--- src/rtl/uncached_handler.sv ---
// Uncached LSU path sequencer: arbitrates committed stores and uncached loads onto one
// SRAM-like bus port, one transaction at a time, with byte-lane formatting and load extension.
module uncached_handler #(
    parameter int unsigned ID_W = 7
) (
    input  logic            clk,
    input  logic            rst,
    input  logic            wb_w,
    input  logic [31:0]     wb_addr,
    input  logic [31:0]     wb_data,
    input  logic [1:0]      wb_size,
    output logic            wb_ready,
    input  logic            ld_req,
    input  logic [31:0]     ld_addr,
    input  logic [1:0]      ld_size,
    input  logic            ld_signed,
    input  logic [ID_W-1:0] ld_id,
    output logic            ld_accept,
    input  logic            ld_flush,
    output logic            ld_valid,
    output logic [ID_W-1:0] ld_rid,
    output logic [31:0]     ld_rdata,
    output logic            bus_req,
    output logic            bus_wr,
    output logic [1:0]      bus_size,
    output logic [31:0]     bus_addr,
    output logic [31:0]     bus_wdata,
    output logic [3:0]      bus_wstrb,
    input  logic            bus_addr_ok,
    input  logic            bus_data_ok,
    input  logic [31:0]     bus_rdata
);

    typedef enum logic [2:0] {
        IDLE   = 3'd0,
        W_ADDR = 3'd1,
        W_DATA = 3'd2,
        R_ADDR = 3'd3,
        R_DATA = 3'd4
    } state_e;

    state_e            state_q, state_d;
    logic [31:0]       addr_q, addr_d;
    logic [1:0]        size_q, size_d;
    logic [31:0]       wdata_q, wdata_d;
    logic [3:0]        wstrb_q, wstrb_d;
    logic              signed_q, signed_d;
    logic [ID_W-1:0]   id_q, id_d;
    logic              kill_q, kill_d;
    logic              ld_valid_q, ld_valid_d;
    logic [ID_W-1:0]   ld_rid_q, ld_rid_d;
    logic [31:0]       ld_rdata_q, ld_rdata_d;

    logic [3:0]        fmt_strb;
    logic [31:0]       fmt_data;
    logic [7:0]        rd_byte;
    logic [15:0]       rd_half;
    logic [31:0]       rd_ext;

    // Store lane formatting from the incoming write-buffer head
    always_comb begin
        fmt_strb = 4'b1111;
        fmt_data = wb_data;
        case (wb_size)
            2'd0: begin
                fmt_strb = 4'b0001 << wb_addr[1:0];
                fmt_data = {4{wb_data[7:0]}};
            end
            2'd1: begin
                fmt_strb = wb_addr[1] ? 4'b1100 : 4'b0011;
                fmt_data = {2{wb_data[15:0]}};
            end
            default: ;
        endcase
    end

    // Load lane extraction and zero/sign extension using the latched request
    always_comb begin
        rd_byte = bus_rdata[{addr_q[1:0], 3'b000} +: 8];
        rd_half = bus_rdata[{addr_q[1], 4'b0000} +: 16];
        case (size_q)
            2'd0:    rd_ext = {{24{signed_q & rd_byte[7]}}, rd_byte};
            2'd1:    rd_ext = {{16{signed_q & rd_half[15]}}, rd_half};
            default: rd_ext = bus_rdata;
        endcase
    end

    always_comb begin
        state_d    = state_q;
        addr_d     = addr_q;
        size_d     = size_q;
        wdata_d    = wdata_q;
        wstrb_d    = wstrb_q;
        signed_d   = signed_q;
        id_d       = id_q;
        kill_d     = kill_q;
        ld_valid_d = 1'b0;
        ld_rid_d   = ld_rid_q;
        ld_rdata_d = ld_rdata_q;
        wb_ready   = 1'b0;
        ld_accept  = 1'b0;
        bus_req    = 1'b0;
        bus_wr     = 1'b0;
        case (state_q)
            IDLE: begin
                // Stores win so older uncached stores drain ahead of later loads
                if (wb_w) begin
                    addr_d  = wb_addr;
                    size_d  = wb_size;
                    wdata_d = fmt_data;
                    wstrb_d = fmt_strb;
                    state_d = W_ADDR;
                end else if (ld_req && !ld_flush) begin
                    ld_accept = 1'b1;
                    addr_d    = ld_addr;
                    size_d    = ld_size;
                    signed_d  = ld_signed;
                    id_d      = ld_id;
                    wstrb_d   = 4'b0000;
                    kill_d    = 1'b0;
                    state_d   = R_ADDR;
                end
            end
            W_ADDR: begin
                bus_req = 1'b1;
                bus_wr  = 1'b1;
                if (bus_addr_ok) state_d = W_DATA;
            end
            W_DATA: begin
                bus_wr = 1'b1;
                if (bus_data_ok) begin
                    wb_ready = 1'b1;
                    state_d  = IDLE;
                end
            end
            R_ADDR: begin
                bus_req = 1'b1;
                if (ld_flush)    kill_d  = 1'b1;
                if (bus_addr_ok) state_d = R_DATA;
            end
            R_DATA: begin
                if (ld_flush) kill_d = 1'b1;
                if (bus_data_ok) begin
                    state_d = IDLE;
                    // A flush arriving with the data still kills the response
                    if (!kill_q && !ld_flush) begin
                        ld_valid_d = 1'b1;
                        ld_rid_d   = id_q;
                        ld_rdata_d = rd_ext;
                    end
                end
            end
            default: state_d = IDLE;
        endcase
    end

    always_ff @(posedge clk) begin
        if (rst) begin
            state_q    <= IDLE;
            addr_q     <= '0;
            size_q     <= '0;
            wdata_q    <= '0;
            wstrb_q    <= '0;
            signed_q   <= 1'b0;
            id_q       <= '0;
            kill_q     <= 1'b0;
            ld_valid_q <= 1'b0;
            ld_rid_q   <= '0;
            ld_rdata_q <= '0;
        end else begin
            state_q    <= state_d;
            addr_q     <= addr_d;
            size_q     <= size_d;
            wdata_q    <= wdata_d;
            wstrb_q    <= wstrb_d;
            signed_q   <= signed_d;
            id_q       <= id_d;
            kill_q     <= kill_d;
            ld_valid_q <= ld_valid_d;
            ld_rid_q   <= ld_rid_d;
            ld_rdata_q <= ld_rdata_d;
        end
    end

    assign bus_addr  = addr_q;
    assign bus_size  = size_q;
    assign bus_wdata = wdata_q;
    assign bus_wstrb = wstrb_q;
    assign ld_valid  = ld_valid_q;
    assign ld_rid    = ld_rid_q;
    assign ld_rdata  = ld_rdata_q;

endmodule
--- config.mk ---
export PLATFORM = sky130hd
export DESIGN_NAME = uncached_handler
export DESIGN_NICKNAME = d
export VERILOG_FILES = /design/src/rtl/uncached_handler.sv
export SDC_FILE = /design/constraint.sdc
export NUM_CORES = 1
export LEC_CHECK = 0
export ABC_AREA = 1
export CORE_AREA = 2 2 114 138
export CTS_CLUSTER_DIAMETER = 200
export DETAILED_ROUTE_END_ITERATION = 12
export DIE_AREA = 0 0 116 140
export PLACE_DENSITY = 0.87
export SETUP_SLACK_MARGIN = 0.2
export SYNTH_ARGS = -nofsm -noshare
export SYNTH_HDL_FRONTEND = slang
export SYNTH_SLANG_ARGS = --single-unit
--- constraint.sdc ---
create_clock -name clk -period 1.21 [get_ports clk]
set_input_delay 0.242 -clock clk [delete_from_list [all_inputs] [get_ports clk]]
set_output_delay 0.242 -clock clk [all_outputs]
set_load 0.01 [all_outputs]
==> results of run 1 <==
==> Yosys cell counts (6+ instances only) <==
cell type	instances
a31oi_1	40
buf_2	20
inv_2	6
a21oi_1	83
o21ai_0	126
nor2_1	88
buf_4	6
inv_1	36
clkbuf_1	23
nand3_1	10
dfxtp_1	122
nand4_1	7
nand2_1	184
==> per-layer routing <==
layer	up-vias	GRT usage, %	wire, um
met5	-	0	0
met3	83	6.058	1591
met1	3229	27.38	8314
met4	0	13.35	1065
met2	335	42.04	11430
li1	3306	-	-
==> final timing paths <==
path / endpoint / slack [ns]
worst max-delay path: ld_rdata[27] / -0.44
worst min register to register: kill_q / 0.47
worst min-delay path: bus_addr[20] / 0.40
worst max register to register: ld_rdata[27] / -0.44
==> kinds of logic (layout without fill, tap and decap cells) <==
family,count (synthesis),count (layout)
and+or+nand+nor,299,299
AOI/OAI and AO/OA,253,253
DFF,122,122
buffers and inverters,94,475
==> state kept, by name (all words and copies together), names as in the netlist <==
signal     cells
bus_wstrb      4
id_q           7
kill_q         1
bus_size       2
bus_wdata     32
state_q        3
ld_rid         7
bus_addr      32
ld_rdata      32
signed_q       1
ld_valid       1
==> power groups by stage <==
stage	combinational, mW	clock (mW)	sequential (mW)
after detailed placement	7.39	0	5.67
after CTS	9.05	5.31	5.99
final	11.1	5.26	6.07
after global routing	11.8	5.51	6.18
after global placement	7.23	0	5.65
after floorplan	3.28	0	6.05
==> layout make-up <==
cell class | instances | area (um^2) | share of cell area [%]
clock inverters | 11 | 171.4 | 1.565
inverters | 43 | 198.9 | 1.816
clock buffers | 21 | 440.4 | 4.021
multi-input cells | 552 | 2929 | 26.74
well taps | 204 | 255.2 | 2.330
repair buffers | 400 | 4360 | 39.81
flip-flops and latches | 122 | 2597 | 23.71
==> critical path: stages (launching register included) <==
cell and delay (ns):
dfxtp_4 0.36, nor2_4 0.13, buf_4 0.12, buf_4 0.11
nand4_4 0.15, inv_8 0.17, clkbuf_16 0.17, o21ai_1 0.06
a21oi_1 0.27
==> metrics by stage <==
step                      TNS [ns]  utilization (%)
after detailed placement    -67.92            58.98
after floorplan             -1.230                -
final                       -31.83            73.82
after global placement      -62.76            58.98
after CTS                   -26.14            67.58
after global routing        -42.10            73.82
==> what timing repair did <==
action                     in CTS  in global routing
gates resized for setup       706                153
pin swaps                       5                 17
gates cloned                    8                 10
setup buffers                  14                 39
setup endpoints to repair     236                236
==> results.md, run 1 <==
Synthesis:
- The biggest area contributor in the post-synthesis netlist is dfxtp_1.
- The warning count from the yosys run is 0.
- The synthesized-area fraction occupied by xor and xnor cells is 0%.
- The async set or reset register ratio after synthesis is 0%.
- The number of nets produced by synthesis is about 900.
- After Yosys synthesis, full adders, half adders and majority gates account for 0% of the synthesized area.
- The summed instance area of the synthesized netlist is approximately 5400 um^2.
- A synthesized cell averages 7.028 um^2.
- After synthesis, the cell types taking the most area are dfxtp_1 45%, nand2_1 13%, o21ai_0 12%.
- The largest family of logic cells by synthesized area is compound AO/OA/AOI/OAI gates.
- The synthesized-area fraction occupied by ao, oa, aoi and oai cells is between 20% and 30%.
- The number of synthesized flops with an enable pin is 0.
- The cell count after synthesis is between 700 and 800.
- The dominant register cell in the synthesized netlist is dfxtp_1.
- The proportion of synthesized chip area in sequential cells is around 45%.
- The synthesized flop and latch total is ~120.
- The post-synthesis cell type count is 25.
- The mux share of post-synthesis cell area is 0%.
- The share of Yosys cell area claimed by the top area cell type is approximately 45%.
- The simple-gate portion of the synthesized area is 22.62%.

Placement:
- The wire-length estimate of the detail-placed layout is roughly 14 mm.
- The worst setup slack before clock tree synthesis is -0.7519 ns.
- The instance count after placement with tap cells included is roughly 1,300.
- Port buffering added between 200 and 300 buffers.
- The global placement routability congestion is between 0.8 and 0.9.
- After detailed placement, the total cell area comes to 8751 um^2.

Routing:
- The detailed router finished its first iteration with just over 800 violations.
- The final antenna-violating net count is 0.
- The mean number of vias per cell is between 5 and 6.
- The detailed-route wire length is between 20 and 25 mm.
- In the routed design, unresolved DRC markers number 0.
- The final routed wire length divided by cell count is 16.56 um.
- The first TritonRoute pass finished after 6 iterations.
- The detailed router placed 6,953 vias in this run.

Global route:
- The final global-route overflow total is 0.
- The first global-routing pass estimated 31.57 mm of wire.
- The maximum number of pins on one net before global-route repair is 42.
- The all-layer global routing usage is around a quarter.
- The via count of the first global-routing pass is 6,493.
- The number of antenna violations at the first check in global routing is 0.

Cells and area:
- The count of filler cells inserted in the layout is roughly 1,100.
- The number of nets at the end of the flow is ~1,300.
- The proportion of layout cells with a drive suffix above 1 is a little over two fifths.
- The total inserted antenna cells is 0.
- The final cell area excluding filler cells is between 10,000 and 15,000 um^2.
- The library cell used most frequently in the layout, excluding fill and tap cells, is nand2_1.
- The area growth from synthesis to layout is 102.9%.
- The count of cells in the finished layout, fillers not included, comes to ~1,400.
- The library cells used most frequently in the layout, excluding fill and tap cells, are 176 x nand2_1, 145 x clkdlybuf4s50_1, 130 x buf_6.

Power and ir drop:
- The total net switching power is about 7.5 mW.
- Summed over all cells, the static leakage comes to 4.736 nW.
- The internal portion of total power is 14.93 mW.
- The total power divided by cell area is around 2000 nW/um^2.
- Of the total power, the share spent switching nets is between 30% and 40%.
- The share of total power dissipated in the clock network is a little under a quarter.
- Per report_power, the combinational group accounts for 49.5% of the total.
- The worst-case IR drop observed on VDD is 1.174 mV.
- The part of the total power dissipated in sequential elements is between 20% and 30%.
- Power comes to 22.43 mW.

Clocking:
- The clock drives 122 sinks.
- The number of clock buffers added by TritonCTS is 17.
- The clock passes through at most 2 buffers.
- After clock tree synthesis, the flow added hold-fix buffers numbering 0.
- The H-tree level count is 4.
- The later pin in the worst-skew pair is clocked with a latency of roughly 0.40 ns.
- TritonCTS built the clock tree.
- After clock tree synthesis, the clock-pin slew on the worst setup and hold paths is ~0.060 ns.
- The clock root buffer is clkbuf_16.

Floorplan:
- The initial utilization of the core area, before any placement, comes to about 36%.
- The chip width is around 120 um.
- From bottom edge to top edge, the die measures roughly 140 um.
- For this design the top-level I/O count stands at 261.
- The full die area is around 16,000 um^2.
- The floorplan step defined a core boundary enclosing between 10,000 and 15,000 um^2.
- The initialized floorplan defines just under 50 standard-cell rows.

Setup path:
- The reg-to-reg critical path startpoint is state_q[1].
- At the worst endpoint, the required time is roughly 1.5 ns.
- The worst register-to-register path has a depth of 8.
- The worst setup path is captured at a flip-flop.
- The data arrival at the endpoint of the critical path is 1.93 ns.
- In this run the worst setup path begins at state_q[1].
- The nature of the critical path startpoint is a flip-flop.
- The largest fanout on the critical path is 8.
- The category of the critical setup timing path is reg -> reg.

Timing:
- The worst path uses 136.5% of the clock period.
- Setup violations remaining at the end of the flow were counted as approximately 130.
- Setup repair after global routing could not meet its margin everywhere.
- The count of endpoints failing hold in the final timing report was 0.
- The final worst clock skew is between 0.009 and 0.01 ns.
- The time the final worst path needs with I/O delays and setup is 1.652 ns.
- The max-slew violation total from the final report is 0.
- The worst pin sits at a relative slew slack of about 62%.
- For the pin with the worst max-slew slack, the measured transition is about 0.57 ns.
- The tightest hold path in the finished design has a slack of 0.3963 ns.
- The top achievable clock speed is slightly above 600 MHz.
- The worst path setup slack after routing is -0.4416 ns.

Worst hold path:
- Counting instances, the worst hold path has a depth of 3.
- The path class of the tightest hold or removal check is in -> reg.
- The launch point of the worst hold path is ld_addr[20].

Outcome:
- The run finished, with violations left.
- The final reports fail on setup timing.

Job:
- The tool flagged a number of max-cap violations equal to 0.
Note: power is estimated with default switching activity, not from simulation.
==> run 2, diff against run 1 <==
- clock period: 1.21 -> 1.5 ns (I/O delays scaled with it)
==> results.md, run 2 (same netlist as run 1, synthesis figures left out) <==
Routing:
- The final antenna-violating net count was 0 (unchanged).
- The total iterations of the first detailed-routing run is 5 (-1).
- The detailed-route wire length is 23.69 mm (+5.8%).
- The mean number of vias per cell was 5.273 (+2.6%).
- The detailed router's first-iteration violation count came to 588 (-27%).
- The detailed-route DRC error count came to 0 (unchanged).
- The final routed wire length divided by cell count is 18.00 um (+8.7%).
- The number of vias after detailed routing is 6,939 (-0.20%).

Clocking:
- The clock root buffer is clkbuf_16.
- TritonCTS built the clock tree.
- The clock latency of the later-clocked register in the worst-skew pair came to 0.42 ns (+0.02 ns).
- The number of buffers added by the clock tree synthesis step is 17 (unchanged).
- The number of buffers added to fix hold violations after cts is 0 (unchanged).
- The number of sinks on the clock net is 122 (unchanged).
- The maximum clock path buffer count is 2 (unchanged).
- The H-tree level count came to 4 (unchanged).
- The clock-pin slew of the registers on the worst-case setup and hold paths is 0.06 ns (about the same).

Power and ir drop:
- The worst voltage drop across the vdd grid is 1.150 mV (-2.0%).
- The internal portion of total power is 10.87 mW (-27%).
- The static leakage was 4.421 nW (-6.6%).
- The part of the total power dissipated in sequential elements is 27.6% (+0.5 points).
- The power share of the clock group is 23.6% (+0.2 points).
- The portion of total power attributed to combinational logic came to 48.8% (-0.7 points).
- The total net switching power is 6.222 mW (-17%).
- The switching power as a share of total power came to 36.41% (+3.0 points).
- The power after layout came to 17.09 mW (-24%).
- The total power divided by cell area is 1651 nW/um^2 (-19%).

Timing:
- The final worst clock skew came to 0.006861 ns (-0.002764 ns).
- Derived from the worst setup path, the maximum achievable clock frequency is approximately 630 MHz.
- The worst path setup slack after routing came to -0.07959 ns (+0.3620 ns).
- The worst path in the final design needs a cycle of 1.580 ns, including I/O delays and setup.
- The number of setup violations in the final report was 51 (-60%).
- Setup repair after global routing could not meet its margin everywhere.
- The worst hold margin is 0.4424 ns (+0.04608 ns).
- The max-slew violation total from the final report is 0 (unchanged).
- The count of endpoints failing hold in the final timing report is 0 (unchanged).
- The slew at the pin with the worst max-slew slack is 0.4976 ns (-0.07191 ns).
- The share of the cycle needed by the critical path after routing is 105.3%.
- The worst relative slew slack is 66.82% (+4.9 points).
- The setup TNS is -1.374 ns (+30.46 ns).

Floorplan:
- The initial standard-cell utilization of the core was 36.38% (unchanged).
- The full die area is 16,240 um^2 (unchanged).
- The chip width is 116 um (unchanged).
- The top-level port count was 261 (unchanged).
- The floorplan core area is 14,840 um^2 (unchanged).
- The height of the chip came to 140 um (unchanged).
- The number of cell rows is 49 (unchanged).

Global route:
- The via count of the first global-routing pass came to 6,566 (+1.1%).
- The final global-route overflow total is 0 (unchanged).
- The global-route wire length before repair is 32.09 mm (+1.7%).
- The maximum number of pins on one net before global-route repair is 40 (-4.8%).
- The all-layer global routing usage is 24.83% (+0.38 points).
- The number of antenna violations at the first check in global routing came to 0 (unchanged).

Cells and area:
- Relative to the synthesized area, the layout overhead comes to 91.79%.
- The number of nets at the end of the flow is 1,246 (-2.9%).
- The library cell used most frequently in the layout, excluding fill and tap cells, is nand2_1.
- The top cell types in the final layout, fill and taps aside, are 172 x nand2_1, 145 x clkdlybuf4s50_1, 89 x dfxtp_1.
- The final cell area excluding filler cells is 10,350 um^2 (-5.5%).
- The total inserted antenna cells is 0 (unchanged).
- The proportion of layout cells with a drive suffix above 1 is 40.29% (-3.6 points).

Placement:
- The post-place instance area is 8557 um^2 (-2.2%).
- The number of I/O port buffers is 260 (unchanged).
- The HPWL after detailed placement is 13.87 mm (-2.3%).
- The worst setup slack before clock tree synthesis is -0.5317 ns (+0.2202 ns).
- The global placement routability congestion is 0.8792 (-0.55%).

Setup path:
- STA classifies the critical path startpoint as a flip-flop.
- The required time of the critical path is 1.20 ns (-0.29 ns).
- The data arrival at the endpoint of the critical path was 1.28 ns (-0.65 ns).
- The category of the critical setup timing path is reg -> out.
- The register-to-register setup slack is -0.05 ns (+0.39 ns).
- The worst setup path is captured at an output pin.
- The largest fanout on the critical path is 3 (-5).
- The number of cell instances on the worst register-to-register path is 9 (+1).

Worst hold path:
- The path class of the tightest hold or removal check is in -> reg.
- The cell depth of the worst hold path is 3 (unchanged).

Outcome:
- The run finished, with violations left.
- The final reports fail on setup timing.

Job:
- The number of maximum-capacitance violations is 0 (unchanged).
## run 2: cell types whose count changed in the layout (fill, tap and decap cells not counted), sizes merged
cell | previous run | this run
clkdlybuf4s15 | 0 | 18
bufinv | 4 | 2
bufbuf | 2 | 0
buf | 244 | 159
clkbuf | 29 | 64
inv | 43 | 42
## run 2: stage by stage
step	util [%]	std cells
2_1_floorplan	-	768
4_1_cts	63.74	1281
3_3_place_gp	57.67	1237
3_5_place_dp	57.67	1237
5_1_grt	69.78	1316
6_report	69.78	1316
## run 2: metal layers
| metal | wire length (um) | track usage (%) | vias to the layer above |
|---|---|---|---|
| met5 | 0 | 0 | - |
| met4 | 1150 | 13.72 | 0 |
| met3 | 1865 | 6.361 | 81 |
| met2 | 12240 | 42.87 | 370 |
| met1 | 8435 | 27.44 | 3249 |
| li1 | - | - | 3239 |
## run 2: final timing paths
kind / endpoint / startpoint
hold reg to reg: ld_rid[6] / ld_rid[6]
setup / recovery: ld_accept / state_q[1]
hold / removal: bus_addr[27] / ld_addr[27]
setup reg to reg: bus_wdata[28] / state_q[1]
## run 2: what timing repair did
item                       CTS  global route
gates cloned                 6            16
pin swaps                   21            39
setup endpoints to repair  223           197
gates resized for setup    401           353
setup buffers                6            19
## run 2: power by group through the flow
| stage | Sequential (mW) | Combinational (mW) | Clock, mW |
|---|---|---|---|
| CTS | 4.54 | 6.27 | 4.06 |
| floorplan | 4.85 | 2.30 | 0 |
| global placement | 4.55 | 5.61 | 0 |
| global route | 4.81 | 8.82 | 4.22 |
| finish | 4.71 | 8.33 | 4.04 |
| detailed placement | 4.56 | 5.72 | 0 |
## run 2: worst max-delay path, cell delays in order, from the launching register on
cell     delay [ns]
dfxtp_4        0.36
nor2_4         0.14
nand2_4        0.08
nor3_4         0.13
buf_2          0.16
## run 2: cell type report
class | count | area [um^2]
well taps | 204 | 255.2
clock inverters | 8 | 92.59
inverters | 43 | 185.2
fillers | 1122 | 4484
repair buffers | 363 | 3568
clock buffers | 24 | 481.7
flip-flops and latches | 122 | 2491
multi-input cells | 552 | 3278
==> run 3, diff against run 2 <==
- PLACE_DENSITY: 0.87 -> 0.86
==> results.md, run 3 (same netlist as run 1, synthesis figures left out) <==
Placement:
- The worst setup slack before clock tree synthesis is -0.4757 ns (+0.05601 ns).
- The global placement routability congestion is 0.8705 (-0.99%).
- The number of I/O port buffers is 260 (unchanged).
- The HPWL after detailed placement was 13.52 mm (-2.5%).

Setup path:
- The critical path in this run is classified as reg -> reg.
- In this run the critical register-to-register path is launched from state_q[1].
- The largest fanout on the critical path is 26 (+23).
- Tracing the worst setup path back leads to its startpoint at state_q[1].
- The worst setup path is launched from a flip-flop.
- The worst setup path endpoint is ld_rdata[28].
- The required time of the critical path is 1.77 ns (+0.57 ns).
- The number of cell instances on the worst register-to-register path is 8 (-1).
- The element type at the critical path end is a flip-flop.
- The reg-to-reg critical path endpoint is ld_rdata[28].
- The register-to-register setup slack is -0.21 ns (-0.16 ns).
- The data arrival at the endpoint of the critical path is 1.99 ns (+0.71 ns).

Power and ir drop:
- The worst voltage drop across the vdd grid is 1.101 mV (-4.3%).
- The internal portion of total power is 11.03 mW (+1.5%).
- The total power divided by cell area came to 1672 nW/um^2 (+1.3%).
- The switching power as a share of total power was 35.75% (-0.66 points).
- The part of the total power dissipated in sequential elements is 27.1% (-0.5 points).
- The power share of the clock group is 22.5% (-1.1 points).
- The total net switching power is 6.137 mW (-1.4%).
- The static leakage is 4.440 nW (+0.41%).
- The portion of total power attributed to combinational logic is 50.4% (+1.6 points).

Global route:
- The number of antenna violations at the first check in global routing is 1 (+1).
- The via count of the first global-routing pass is 6,913 (+5.3%).
- The final global-route overflow total is 0 (unchanged).
- The maximum number of pins on one net before global-route repair is 49 (+23%).
- The global-route wire length before repair is 35.09 mm (+9.3%).
- The all-layer global routing usage is 27.61% (+2.8 points).

Job:
- The number of maximum-capacitance violations is 0 (unchanged).

Routing:
- The final routed wire length divided by cell count is 17.81 um (-1.1%).
- The mean number of vias per cell is 5.285 (+0.22%).
- The total iterations of the first detailed-routing run came to 8 (+3).
- The detailed router's first-iteration violation count is 592 (+0.68%).
- The final antenna-violating net count came to 0 (unchanged).
- The detailed-route wire length came to 23.47 mm (-0.94%).
- The detailed-route DRC error count is 0 (unchanged).
- The number of vias after detailed routing is 6,965 (+0.37%).

Clocking:
- The maximum clock path buffer count is 2 (unchanged).
- The clock latency of the later-clocked register in the worst-skew pair is 0.41 ns (about the same).
- The number of buffers added by the clock tree synthesis step is 17 (unchanged).
- The H-tree level count came to 4 (unchanged).
- TritonCTS built the clock tree.
- The clock-pin slew of the registers on the worst-case setup and hold paths is 0.05 ns (about the same).
- The number of sinks on the clock net is 122 (unchanged).
- The number of buffers added to fix hold violations after cts is 0 (unchanged).
- The root buffer cell chosen for the clock tree is clkbuf_16.

Timing:
- The worst path setup slack after routing was -0.2143 ns (-0.1347 ns).
- The top achievable clock speed came to 583.3 MHz (-7.9%).
- The slew at the pin with the worst max-slew slack is 0.3755 ns (-0.1222 ns).
- The final worst clock skew is 0.01060 ns (+0.003744 ns).
- Setup repair after global routing could not meet its margin everywhere.
- The number of setup violations in the final report is 68 (+33%).
- The setup TNS is -2.100 ns (-0.7259 ns).
- The time the final worst path needs with I/O delays and setup is 1.714 ns (+0.1347 ns).
- The worst relative slew slack came to 74.97% (+8.1 points).
- The share of the cycle needed by the critical path after routing was 114.3% (+9.0 points).
- The count of endpoints failing hold in the final timing report is 0 (unchanged).
- The worst hold margin is 0.4462 ns (+0.003768 ns).
- The max-slew violation total from the final report is 0 (unchanged).

Cells and area:
- Leaving out fill and tap cells, the most frequent cell in the layout is nand2_1.
- The number of nets at the end of the flow was 1,249 (+0.24%).
- The area growth from synthesis to layout is 90.22%.
- The count of filler cells inserted in the layout is 1,138 (+1.4%).
- Leaving out fill and tap cells, the most frequent cells in the layout are 177 x nand2_1, 145 x clkdlybuf4s50_1, 98 x dfxtp_1.
- The proportion of layout cells with a drive suffix above 1 is 34.86% (-5.4 points).

Floorplan:
- The chip width is 116 um (unchanged).
- The initial standard-cell utilization of the core is 36.38% (unchanged).
- The floorplan core area was 14,840 um^2 (unchanged).
- The top-level port count is 261 (unchanged).
- The height of the chip is 140 um (unchanged).
- The number of cell rows is 49 (unchanged).
- The full die area is 16,240 um^2 (unchanged).

Worst hold path:
- The worst hold-check path type is in -> reg.
- The cell depth of the worst hold path was 3 (unchanged).

Outcome:
- The final reports fail on setup timing.
- The flow ran to the end, but the final reports show violations.
-- run 3: layout make-up --
type,count,area (um^2),share of cell area (%)
clock inverters,7,67.56,0.6581
inverters,43,173.9,1.694
repair buffers,366,3754,36.56
well taps,204,255.2,2.486
multi-input cells,552,3047,29.67
flip-flops and latches,122,2480,24.15
diodes,1,2.502,0.02437
clock buffers,23,488.0,4.753
-- run 3: how the worst min path moves through the flow --
stage                     slack (ns)          from           end
after floorplan                 0.43      ld_id[0]       id_q[0]
after global placement          0.45        kill_q        kill_q
after detailed placement        0.45  bus_wstrb[2]  bus_wstrb[2]
after CTS                       0.43          wb_w   bus_addr[7]
after global routing            0.44          wb_w   bus_addr[7]
final                           0.45          wb_w   bus_addr[7]
-- run 3: power by group through the flow --
stage                     combinational, mW  clock [mW]  sequential [mW]
after floorplan                        2.30           0             4.85
after global placement                 5.48           0             4.55
after detailed placement               5.58           0             4.56
after CTS                              8.23        3.91             4.59
after global routing                   9.15        4.07             4.74
final                                  8.66        3.87             4.65
-- run 3: per-layer routing --
layer,wire length [um],track usage [%],up-vias
li1,-,-,3262
met1,8461,29.43,3222
met2,11970,49.00,375
met3,1822,7.270,106
met4,1215,14.72,0
met5,0,0,-
-- run 3: timing repair --
item	CTS	global route
endpoints found under the setup margin	226	196
cloned	21	2
gates resized for setup	480	159
pin swaps	31	25
buffers inserted	30	5
-- run 3: metrics by stage --
| step | cells | instance area, um^2 | power, mW | utilization [%] |
|---|---|---|---|---|
| 2_1_floorplan | 768 | 5410 | 7.153 | - |
| 3_3_place_gp | 1229 | 8484 | 10.03 | 57.18 |
| 3_5_place_dp | 1229 | 8484 | 10.14 | 57.18 |
| 4_1_cts | 1310 | 10280 | 16.72 | 69.32 |
| 5_1_grt | 1318 | 10270 | 17.97 | 69.20 |
| 6_report | 1318 | 10270 | 17.17 | 69.20 |
-- run 3: critical path: stages (launching register included) --
cell and delay [ns]:
dfxtp_4 0.36, nor2_4 0.14, buf_4 0.12, buf_6 0.09, nand4_4 0.09, buf_6 0.14
buf_12 0.16, a21oi_1 0.32, a21oi_1 0.15
